$ cat src/rtl/fp_unpack_pipe.sv
// fp_unpack_pipe
// Two-stage pipelined IEEE-754 unpacker with valid/ready on both sides.
// Stage 1 registers the raw fields (sign, exponent field, mantissa) and
// the one-hot class. Stage 2 computes the unbiased exponent and the
// significand with explicit leading bit. With NORM=1 it also left-normalizes
// subnormals. Stage 2 registers drive the outputs directly.
//
// Ports:
//   clk        rising-edge clock
//   rst        synchronous active-high reset (flushes both stages)
//   in_valid   in_f holds an operand
//   in_ready   operand accepted this cycle (combinational from out_ready)
//   in_f       packed operand {sign, exponent field, mantissa}
//   out_valid  output fields valid
//   out_ready  consumer takes the output this cycle
//   out_sign   sign bit
//   out_exp    signed unbiased exponent, NEXP+2 bits
//   out_sig    significand with explicit leading bit at the MSB
//   out_flags  one-hot class {SNAN, QNAN, INF, ZERO, SUBNORMAL, NORMAL}

module fp_unpack_pipe #(
   parameter int NEXP = 5,
   parameter int NSIG = 10,
   parameter int NORM = 1
) (
   input  logic                   clk,
   input  logic                   rst,
   input  logic                   in_valid,
   output logic                   in_ready,
   input  logic [NEXP+NSIG:0]     in_f,
   output logic                   out_valid,
   input  logic                   out_ready,
   output logic                   out_sign,
   output logic signed [NEXP+1:0] out_exp,
   output logic [NSIG:0]          out_sig,
   output logic [5:0]             out_flags
);

   localparam int EW   = NEXP + 2;
   localparam int LZW  = $clog2(NSIG + 2);
   localparam int BIAS = (2 ** (NEXP - 1)) - 1;

   localparam logic signed [EW-1:0] BIAS_E = EW'(BIAS);
   localparam logic signed [EW-1:0] EMIN_E = EW'(1 - BIAS);
   localparam logic signed [EW-1:0] EINF_E = EW'(BIAS + 1);
   localparam logic [LZW-1:0]       LZ_ONE = LZW'(1);

   localparam logic [NEXP-1:0] EXP_ONES = {NEXP{1'b1}};
   localparam logic [NEXP-1:0] EXP_ZERO = {NEXP{1'b0}};
   localparam logic [NSIG-1:0] MAN_ZERO = {NSIG{1'b0}};

   localparam logic [5:0] C_NORMAL = 6'b000001;
   localparam logic [5:0] C_SUB    = 6'b000010;
   localparam logic [5:0] C_ZERO   = 6'b000100;
   localparam logic [5:0] C_INF    = 6'b001000;
   localparam logic [5:0] C_QNAN   = 6'b010000;
   localparam logic [5:0] C_SNAN   = 6'b100000;

   // Leading zeros of v scanned from the MSB. The caller passes {0, m}
   // with m nonzero, so the result lies in 1..NSIG.
   function automatic logic [LZW-1:0] lead_zeros(input logic [NSIG:0] v);
      logic [LZW-1:0] cnt;
      logic           hit;
      cnt = {LZW{1'b0}};
      hit = 1'b0;
      for (int i = NSIG; i >= 0; i--) begin
         if (hit || v[i]) begin
            hit = 1'b1;
         end else begin
            cnt = cnt + LZ_ONE;
         end
      end
      return cnt;
   endfunction

   // ---------------- stage 1 ----------------
   logic                 in_sign_s;
   logic [NEXP-1:0]      in_exp_s;
   logic [NSIG-1:0]      in_man_s;
   logic [5:0]           in_class_s;

   logic                 s1_valid_r;
   logic                 s1_sign_r;
   logic [NEXP-1:0]      s1_exp_r;
   logic [NSIG-1:0]      s1_man_r;
   logic [5:0]           s1_class_r;

   logic                 s1_adv_s;
   logic                 s2_adv_s;

   // ---------------- stage 2 ----------------
   logic                 s2_valid_r;
   logic                 out_sign_r;
   logic signed [EW-1:0] out_exp_r;
   logic [NSIG:0]        out_sig_r;
   logic [5:0]           out_flags_r;

   logic [LZW-1:0]       lz_s;
   logic [EW-1:0]        lz_ext_s;
   logic [NSIG:0]        sub_sig_s;
   logic signed [EW-1:0] nxt_exp_s;
   logic [NSIG:0]        nxt_sig_s;

   assign in_sign_s = in_f[NEXP+NSIG];
   assign in_exp_s  = in_f[NEXP+NSIG-1:NSIG];
   assign in_man_s  = in_f[NSIG-1:0];

   // Stage 2 moves when it is empty or its content is being taken; stage 1
   // moves when it is empty or stage 2 moves. in_ready is therefore a pure
   // function of the pipe state and out_ready, never of in_valid.
   assign s2_adv_s = ~s2_valid_r | out_ready;
   assign s1_adv_s = ~s1_valid_r | s2_adv_s;
   assign in_ready = s1_adv_s;

   // Classify the incoming operand from its exponent and mantissa fields.
   always_comb begin
      in_class_s = C_NORMAL;
      if (in_exp_s == EXP_ONES) begin
         if (in_man_s == MAN_ZERO) begin
            in_class_s = C_INF;
         end else if (in_man_s[NSIG-1]) begin
            in_class_s = C_QNAN;
         end else begin
            in_class_s = C_SNAN;
         end
      end else if (in_exp_s == EXP_ZERO) begin
         if (in_man_s == MAN_ZERO) begin
            in_class_s = C_ZERO;
         end else begin
            in_class_s = C_SUB;
         end
      end else begin
         in_class_s = C_NORMAL;
      end
   end

   // Stage 1 register: captures raw fields and class on an input transfer.
   always_ff @(posedge clk) begin
      if (rst) begin
         s1_valid_r <= 1'b0;
         s1_sign_r  <= 1'b0;
         s1_exp_r   <= EXP_ZERO;
         s1_man_r   <= MAN_ZERO;
         s1_class_r <= 6'b000000;
      end else if (s1_adv_s) begin
         s1_valid_r <= in_valid;
         if (in_valid) begin
            s1_sign_r  <= in_sign_s;
            s1_exp_r   <= in_exp_s;
            s1_man_r   <= in_man_s;
            s1_class_r <= in_class_s;
         end
      end
   end

   // Normalization shift for subnormals: after the shift the MSB is 1.
   assign lz_s      = lead_zeros({1'b0, s1_man_r});
   assign lz_ext_s  = EW'(lz_s);
   assign sub_sig_s = {1'b0, s1_man_r} << lz_s;

   // Exponent and significand per class.
   always_comb begin
      nxt_exp_s = {EW{1'b0}};
      nxt_sig_s = {(NSIG+1){1'b0}};
      case (s1_class_r)
         C_NORMAL: begin
            nxt_exp_s = $signed({2'b00, s1_exp_r}) - BIAS_E;
            nxt_sig_s = {1'b1, s1_man_r};
         end
         C_SUB: begin
            if (NORM != 0) begin
               nxt_exp_s = EMIN_E - $signed(lz_ext_s);
               nxt_sig_s = sub_sig_s;
            end else begin
               nxt_exp_s = EMIN_E;
               nxt_sig_s = {1'b0, s1_man_r};
            end
         end
         C_ZERO: begin
            nxt_exp_s = {EW{1'b0}};
            nxt_sig_s = {(NSIG+1){1'b0}};
         end
         // NaN payloads pass through untouched; signalling NaNs are not quieted.
         C_INF, C_QNAN, C_SNAN: begin
            nxt_exp_s = EINF_E;
            nxt_sig_s = {1'b0, s1_man_r};
         end
         default: begin
            nxt_exp_s = {EW{1'b0}};
            nxt_sig_s = {(NSIG+1){1'b0}};
         end
      endcase
   end

   // Stage 2 register: output data loads only when a real operand moves in,
   // so bubbles never disturb the visible fields.
   always_ff @(posedge clk) begin
      if (rst) begin
         s2_valid_r  <= 1'b0;
         out_sign_r  <= 1'b0;
         out_exp_r   <= {EW{1'b0}};
         out_sig_r   <= {(NSIG+1){1'b0}};
         out_flags_r <= 6'b000000;
      end else if (s2_adv_s) begin
         s2_valid_r <= s1_valid_r;
         if (s1_valid_r) begin
            out_sign_r  <= s1_sign_r;
            out_exp_r   <= nxt_exp_s;
            out_sig_r   <= nxt_sig_s;
            out_flags_r <= s1_class_r;
         end
      end
   end

   assign out_valid = s2_valid_r;
   assign out_sign  = out_sign_r;
   assign out_exp   = out_exp_r;
   assign out_sig   = out_sig_r;
   assign out_flags = out_flags_r;

endmodule

$ cat config.mk
export PLATFORM = sky130hd
export DESIGN_NAME = fp_unpack_pipe
export DESIGN_NICKNAME = d
export VERILOG_FILES = /design/src/rtl/fp_unpack_pipe.sv
export SDC_FILE = /design/constraint.sdc
export NUM_CORES = 1
export LEC_CHECK = 0
export CAP_MARGIN = 20
export CORE_MARGIN = 2
export CORE_UTILIZATION = 53
export DETAILED_ROUTE_END_ITERATION = 16
export PLACE_DENSITY = 0.8
export SKIP_LAST_GASP = 1
export SLEW_MARGIN = 20
export SYNTH_ARGS = -nofsm -noshare
export SYNTH_HDL_FRONTEND = slang
export SYNTH_SLANG_ARGS = --single-unit
$ cat constraint.sdc
create_clock -name clk -period 5.67 [get_ports clk]
set_clock_uncertainty 0.1 [all_clocks]
set_input_delay 1.134 -clock clk [delete_from_list [all_inputs] [get_ports clk]]
set_output_delay 1.134 -clock clk [all_outputs]
set_load 0.05 [all_outputs]
### Word-level counts from Yosys, hierarchy flattened

Index checks and enable logic that the tools add are counted.

| storage, ports and cells | value |
|---|---|
| flip-flop bits (word level) | 49 |
| latch bits | 0 |
| memory bits (writable) | 0 |
| bits in read-only memories | 0 |
| bits of input ports | 20 |
| output and inout bits | 27 |
| word-level logic and storage cells | 72 |
| memories kept | 0 |

| operators by class | value |
|---|---|
| $add $sub $neg | 11 |
| multiply operators | 0 |
| div/mod/pow operators | 0 |
| order comparisons | 0 |
| equal/unequal tests | 6 |
| shift operators | 1 |
| muxes and demuxes | 26 |
| bitwise logic cells | 4 |
| reduce and logical (&&, ||, !) cells | 14 |

Operators with widths:

| kind | number |
|---|---|
| $add 4x1->4 const B | 9 |
| $mux 4 | 9 |
| $pmux 11 s3 | 1 |
| $mux 6 | 4 |
| $pmux 7 s3 | 1 |
| $shl 10x4->11 | 1 |
| $logic_not 10->1 | 1 |
| $logic_or 1x1->1 | 9 |
| $mux 1 | 9 |
| $eq 6x1->1 const B | 1 |
| $eq 6x2->1 const B | 1 |
| $eq 6x4->1 const B | 1 |
| $eq 6x5->1 const B | 1 |
| $eq 6x6->1 const B | 1 |
| $sub 5x4->6 const B | 1 |
| $sub 5x5->6 const A | 1 |
| $eq 5x5->1 const B | 1 |
| $logic_not 5->1 | 1 |
| $reduce_and 2->1 | 2 |
| $mux 3 | 1 |
| $reduce_or 3->1 | 1 |
| $mux 2 | 1 |
| $not 1->1 | 2 |
| $or 1x1->1 | 2 |

### Longest topological paths before layout

| logic depth | value |
|---|---|
| word-level depth | 21 |
| depth in mapped cells | 21 |
| depth with buffers taken out | 19 |

### Worst setup path before layout

Ideal clock, no wire load.

| path | value |
|---|---|
| kind | register -> register |
| from | register s1_man_r[6] |
| to | register out_sig_r[9], in the netlist out_sig[9] |
| setup time | 0.092 ns |
| data arrival time | 4.190 ns |
| required time | 5.478 ns |
| path slack | 1.288 ns |
| cell stages (with the launch flop) | 21 |
| path buffers | 2 |
| clock period less this slack | 4.382 ns |
| cell sequence | dfxtp_1 -> clkbuf_1 -> nor2_1 -> a221oi_1 -> inv_1 -> ha_1 -> o21a_1 -> ha_1 -> inv_1 -> a2111oi_2 -> or2_2 -> o21a_1 -> ha_1 -> mux2i_1 -> nand4_1 -> o21ai_1 -> buf_2 -> o221ai_1 -> o311ai_0 -> mux2i_1 -> nor4_1 |

| on the way | value |
|---|---|
| cells in the longest elaborated chain, start to end | 16 |
| elaborated cells between the ends (all ways) | 28 |
| classes of those cells | add/sub (6); shift (1); mux (14); reduce/logical (7) |

RTL lines:

| element | RTL line | source |
|---|---|---|
| from (decl) | 85 | `logic [NSIG-1:0] s1_man_r;` |
| from (signal assigned) | 150 | `s1_man_r <= in_man_s;` |
| $logic_or 1x1->1 | 67 | `if (hit \|\| v[i]) begin` |
| $mux 4 or $mux 1 (tied branches) | 67 |  |
| $add 4x1->4 or $logic_or 1x1->1 (tied branches) | 70, 67 |  |
| $mux 4 or $mux 1 (tied branches) | 67 |  |
| $add 4x1->4 or $logic_or 1x1->1 (tied branches) | 70, 67 |  |
| $mux 4 or $mux 1 (tied branches) | 67 |  |
| $add 4x1->4 or $logic_or 1x1->1 (tied branches) | 70, 67 |  |
| $mux 4 or $mux 1 (tied branches) | 67 |  |
| $add 4x1->4 or $logic_or 1x1->1 (tied branches) | 70, 67 |  |
| $mux 4 or $mux 1 (tied branches) | 67 |  |
| $add 4x1->4 or $logic_or 1x1->1 (tied branches) | 70, 67 |  |
| $mux 4 or $mux 1 (tied branches) | 67 |  |
| $add 4x1->4 or $logic_or 1x1->1 (tied branches) | 70, 67 |  |
| $mux 4 | 67 |  |
| $shl 10x4->11 (*) | 159 | `assign sub_sig_s = {1'b0, s1_man_r} << lz_s;` |
| $pmux 11 s3 (*) | 165 | `case (s1_class_r)` |
| to (signal assigned) | 202 | `out_sig_r <= {(NSIG+1){1'b0}};` |
| to (signal assigned) | 209 | `out_sig_r <= nxt_sig_s;` |
| to (decl) | 95 | `logic [NSIG:0] out_sig_r;` |

Every way passes the cells marked *; elsewhere a longest branch is shown, timed or not.
A chain may end at the register's enable or synchronous reset.

### Worst setup path after layout

| path | value |
|---|---|
| from | register s1_man_r[8] |
| to | register out_sig_r[9], in the netlist out_sig[9] |

| on the way | value |
|---|---|
| cells in the longest elaborated chain, start to end | 20 |
| elaborated cells between the ends (all ways) | 36 |
| classes of those cells | add/sub (8); shift (1); mux (18); reduce/logical (9) |

RTL lines:

| element | RTL line |
|---|---|
| $logic_or 1x1->1 | 67 |
| $mux 4 or $mux 1 (tied branches) | 67 |
| $add 4x1->4 or $logic_or 1x1->1 (tied branches) | 70, 67 |
| $mux 4 or $mux 1 (tied branches) | 67 |
| $add 4x1->4 or $logic_or 1x1->1 (tied branches) | 70, 67 |
| $mux 4 or $mux 1 (tied branches) | 67 |
| $add 4x1->4 or $logic_or 1x1->1 (tied branches) | 70, 67 |
| $mux 4 or $mux 1 (tied branches) | 67 |
| [4 not listed] | -- |
| $add 4x1->4 or $logic_or 1x1->1 (tied branches) | 70, 67 |
| $mux 4 or $mux 1 (tied branches) | 67 |
| $add 4x1->4 or $logic_or 1x1->1 (tied branches) | 70, 67 |
| $mux 4 or $mux 1 (tied branches) | 67 |
| $add 4x1->4 or $logic_or 1x1->1 (tied branches) | 70, 67 |
| $mux 4 | 67 |
| $shl 10x4->11 (*) | 159 |
| $pmux 11 s3 (*) | 165 |

Marked as above.

==> flow_metrics.env <==
export IMPL_seqCellArea_um2=961
export IMPL_status="finished, final reports clean"
export IMPL_fmax_mhz=208
export IMPL_synth_top_cells_by_count="72 x nand2_1, 48 x dfxtp_1, 37 x a21oi_1"
export IMPL_core_mm2=0.00504
export IMPL_tns_ns=0
export IMPL_cts_tree="built"
export IMPL_wl_um=7220
export IMPL_dp_hpwl_um=5170
export IMPL_syn_to_final_growth_pct=21.2
export IMPL_cts_made_buffers=5
export IMPL_ctsLongestPathBuffers=2
export IMPL_peakVddDrop_mv=0.164
export IMPL_cts_setup_buffers=0
export IMPL_cts_resized_gates=0
export IMPL_first_global_vias=2470
export IMPL_initial_utilization=0.539
export IMPL_cap_viol_max_count=0
export IMPL_antenna_found_initial=0
export IMPL_cp_slowest_cell="a221oi_1"
export IMPL_synth_main_ff_cell="dfxtp_1"
export IMPL_antenna_left=0
export IMPL_fp_row_count=26
export IMPL_htreeDepth=2
export IMPL_syn_cell_area_mm2=0.00272
export IMPL_cp_max_fo=12
export IMPL_multi_input_area_mm2=0.00159
export IMPL_synth_top_area_frac=0.353
export IMPL_placed_area_mm2=0.00317
export IMPL_clk_latency_ns=0.30
export IMPL_grt_pass1_wl_um=11900
export IMPL_p_leak_nw=1.20
export IMPL_min_period_ns=4.81
export IMPL_crit_buf_inv=4
export IMPL_ys_ff_latch=48
export IMPL_grt_setup_unrepaired="no"
export IMPL_crit_path_end_kind="flop"
export IMPL_synthTopCellsByArea="dfxtp_1 35%, nand2_1 9.9%, a21oi_1 6.8%, nor2_1 3.9%, ha_1 2.8%"
export IMPL_clock_sinks=48
export IMPL_worstSetupPathType="reg -> reg"
export IMPL_clk_pin_slew_ns=0.09
export IMPL_wl_per_cell_um=15.7
export IMPL_die_y_um=75.6
export IMPL_synth_net_count=386
export IMPL_drt_iter0_drc=393
export IMPL_vias=2768
export IMPL_yosysSeqAreaShare=0.353
export IMPL_synth_edf_count=0
export IMPL_crit_family="compound AO/OA/AOI/OAI gates"
export IMPL_drv_slew=0
export IMPL_synthArstFlopShare=0
export IMPL_nets=416
export IMPL_drc_errors=0
export IMPL_syn_inst=360
export IMPL_gp_congestion=0.895
export IMPL_hp_class="reg -> reg"
export IMPL_diodes=0
export IMPL_hold_buffers=0
export IMPL_setup_violations_final=0
export IMPL_p_per_area_mw_per_mm2=269
export IMPL_arrival_ns=4.92
export IMPL_synth_largest_area_cell="dfxtp_1"
export IMPL_max_stage_delay_ns=0.54
export IMPL_postSynthAreaPerCell_um2=7.55
export IMPL_tightest_slew_ns=0.753
export IMPL_post_route_period_util=0.848
export IMPL_port_buffers=46
export IMPL_critical_path_cell_chain="inv_1 -> a221oi_1 -> inv_1 -> ha_1 -> o21a_1 -> ha_1 -> inv_1 -> a2111oi_2 -> or2_2 -> o21a_1 -> ha_1 -> mux2i_1 -> nand4_1 -> o21ai_1 -> buf_4 -> o221ai_1 -> o311ai_0 -> mux2i_1 -> nor4_1"
export IMPL_finalHoldViolCount=0
export IMPL_drive_above_1_share=0.0716
export IMPL_stdcell_area_mm2=0.00330
export IMPL_io_pins=47
export IMPL_vias_per_cell=6.00
export IMPL_drtPass1Iterations=5
export IMPL_synth_cell_types=53
export IMPL_yosys_cell_count_top_type="nand2_1"
export IMPL_fillerInstances=472
export IMPL_cp_start_kind="flop"
export IMPL_die_area_mm2=0.00572
export IMPL_grt_total_usage=0.272
export IMPL_grt_overflow=0
export IMPL_cts_root_buf="clkbuf_8"
export IMPL_ys_warn_count=0
export IMPL_grt_max_degree=49
export IMPL_fp_dieW_um=75.6
export IMPL_crit_required_ns=5.78
export IMPL_slew_limit_headroom=0.498
[layer usage]
metal / wire length [um] / vias to the layer above / part of all wire / GRT usage
li1: - / 1340 / - / -
met4: 195 / 0 / 0.027 / 0.0994
met5: 0 / - / 0 / 0
met1: 3150 / 1275 / 0.44 / 0.365
met3: 459 / 23 / 0.064 / 0.0542
met2: 3420 / 130 / 0.47 / 0.434
[final timing paths]
| kind | start | to | slack (ns) | cells past startpoint |
|---|---|---|---|---|
| worst max register to register | s1_man_r[8]$_SDFFE_PP0P_ | out_sig[9]$_SDFFE_PP0P_ | 0.86 | 19 |
| worst min-delay path | out_flags[1]$_SDFFE_PP0P_ | out_flags[1]$_SDFFE_PP0P_ | 0.37 | 2 |
| worst min register to register | out_flags[1]$_SDFFE_PP0P_ | out_flags[1]$_SDFFE_PP0P_ | 0.37 | 2 |
| worst max-delay path | s1_man_r[8]$_SDFFE_PP0P_ | out_sig[9]$_SDFFE_PP0P_ | 0.86 | 19 |
[worst register-to-register path, stage by stage (launching register included)]
cell       delay [ns]
dfxtp_1          0.46
inv_1            0.11
a221oi_1         0.54
inv_1            0.14
ha_1             0.31
o21a_1           0.19
ha_1             0.33
inv_1            0.07
a2111oi_2        0.39
or2_2            0.21
o21a_1           0.12
ha_1             0.22
mux2i_1          0.14
nand4_1          0.11
o21ai_1          0.12
buf_4            0.22
o221ai_1         0.19
o311ai_0         0.36
mux2i_1          0.13
nor4_1           0.27
[power breakdown]
part           switching, mW  internal [mW]
Sequential            0.0172          0.349
Clock                  0.118          0.144
Combinational          0.156          0.103
Total                  0.291          0.596
[layout make-up]
cell class,instances,share of cell area
timing repair buffer,50,0.149
multi-input combinational,273,0.482
tap,70,0.0266
clock inverter,2,0.0118
clock buffer,6,0.0251
inverter,12,0.0140
sequential,48,0.292
[metrics by stage]
stage                     worst slack (ns)  total power, mW  cells  hold slack, ns  utilization
after floorplan                       1.29            0.559    360           0.332            -
after global placement                1.23            0.621    453           0.343        0.629
after detailed placement              1.04            0.624    453           0.346        0.630
after CTS                            0.999            0.886    461           0.368        0.654
after global routing                 0.448            0.932    461           0.379        0.654
final                                0.860            0.887    461           0.366        0.654
[cell usage in the layout, fill, tap and decap left out, types with 9 or more instances in the layout]
cell type | netlist | layout
nor4_1 | 9 | 9
o21ai_0 | 9 | 9
dfxtp_1 | 48 | 48
nand3_1 | 11 | 11
nand2_1 | 72 | 72
nor3_1 | 9 | 9
a22oi_1 | 9 | 9
inv_1 | 10 | 10
clkdlybuf4s50_1 | 0 | 46
a21oi_1 | 37 | 36
nor2_1 | 28 | 28
[sequential cells by signal, indices dropped and copies added (netlist names)]
register / cells
out_sig: 11
s1_man_r: 10
out_exp: 6
out_flags: 6
s1_class_r: 6
s1_exp_r: 5
out_sign: 1
out_valid: 1
s1_sign_r: 1
s1_valid_r: 1
[cells by family (layout without fill, tap and decap cells)]
kind of cell,Yosys count,after routing,synth area share
compound gates,94,94,0.230
xor+xnor,9,9,0.0290
fa+ha+maj,6,6,0.0276
buf+inv,39,70,0.0635
flops,48,48,0.353
mux,10,10,0.0382
simple gates,154,154,0.258
No activity file was read; power rests on OpenSTA's default activity.
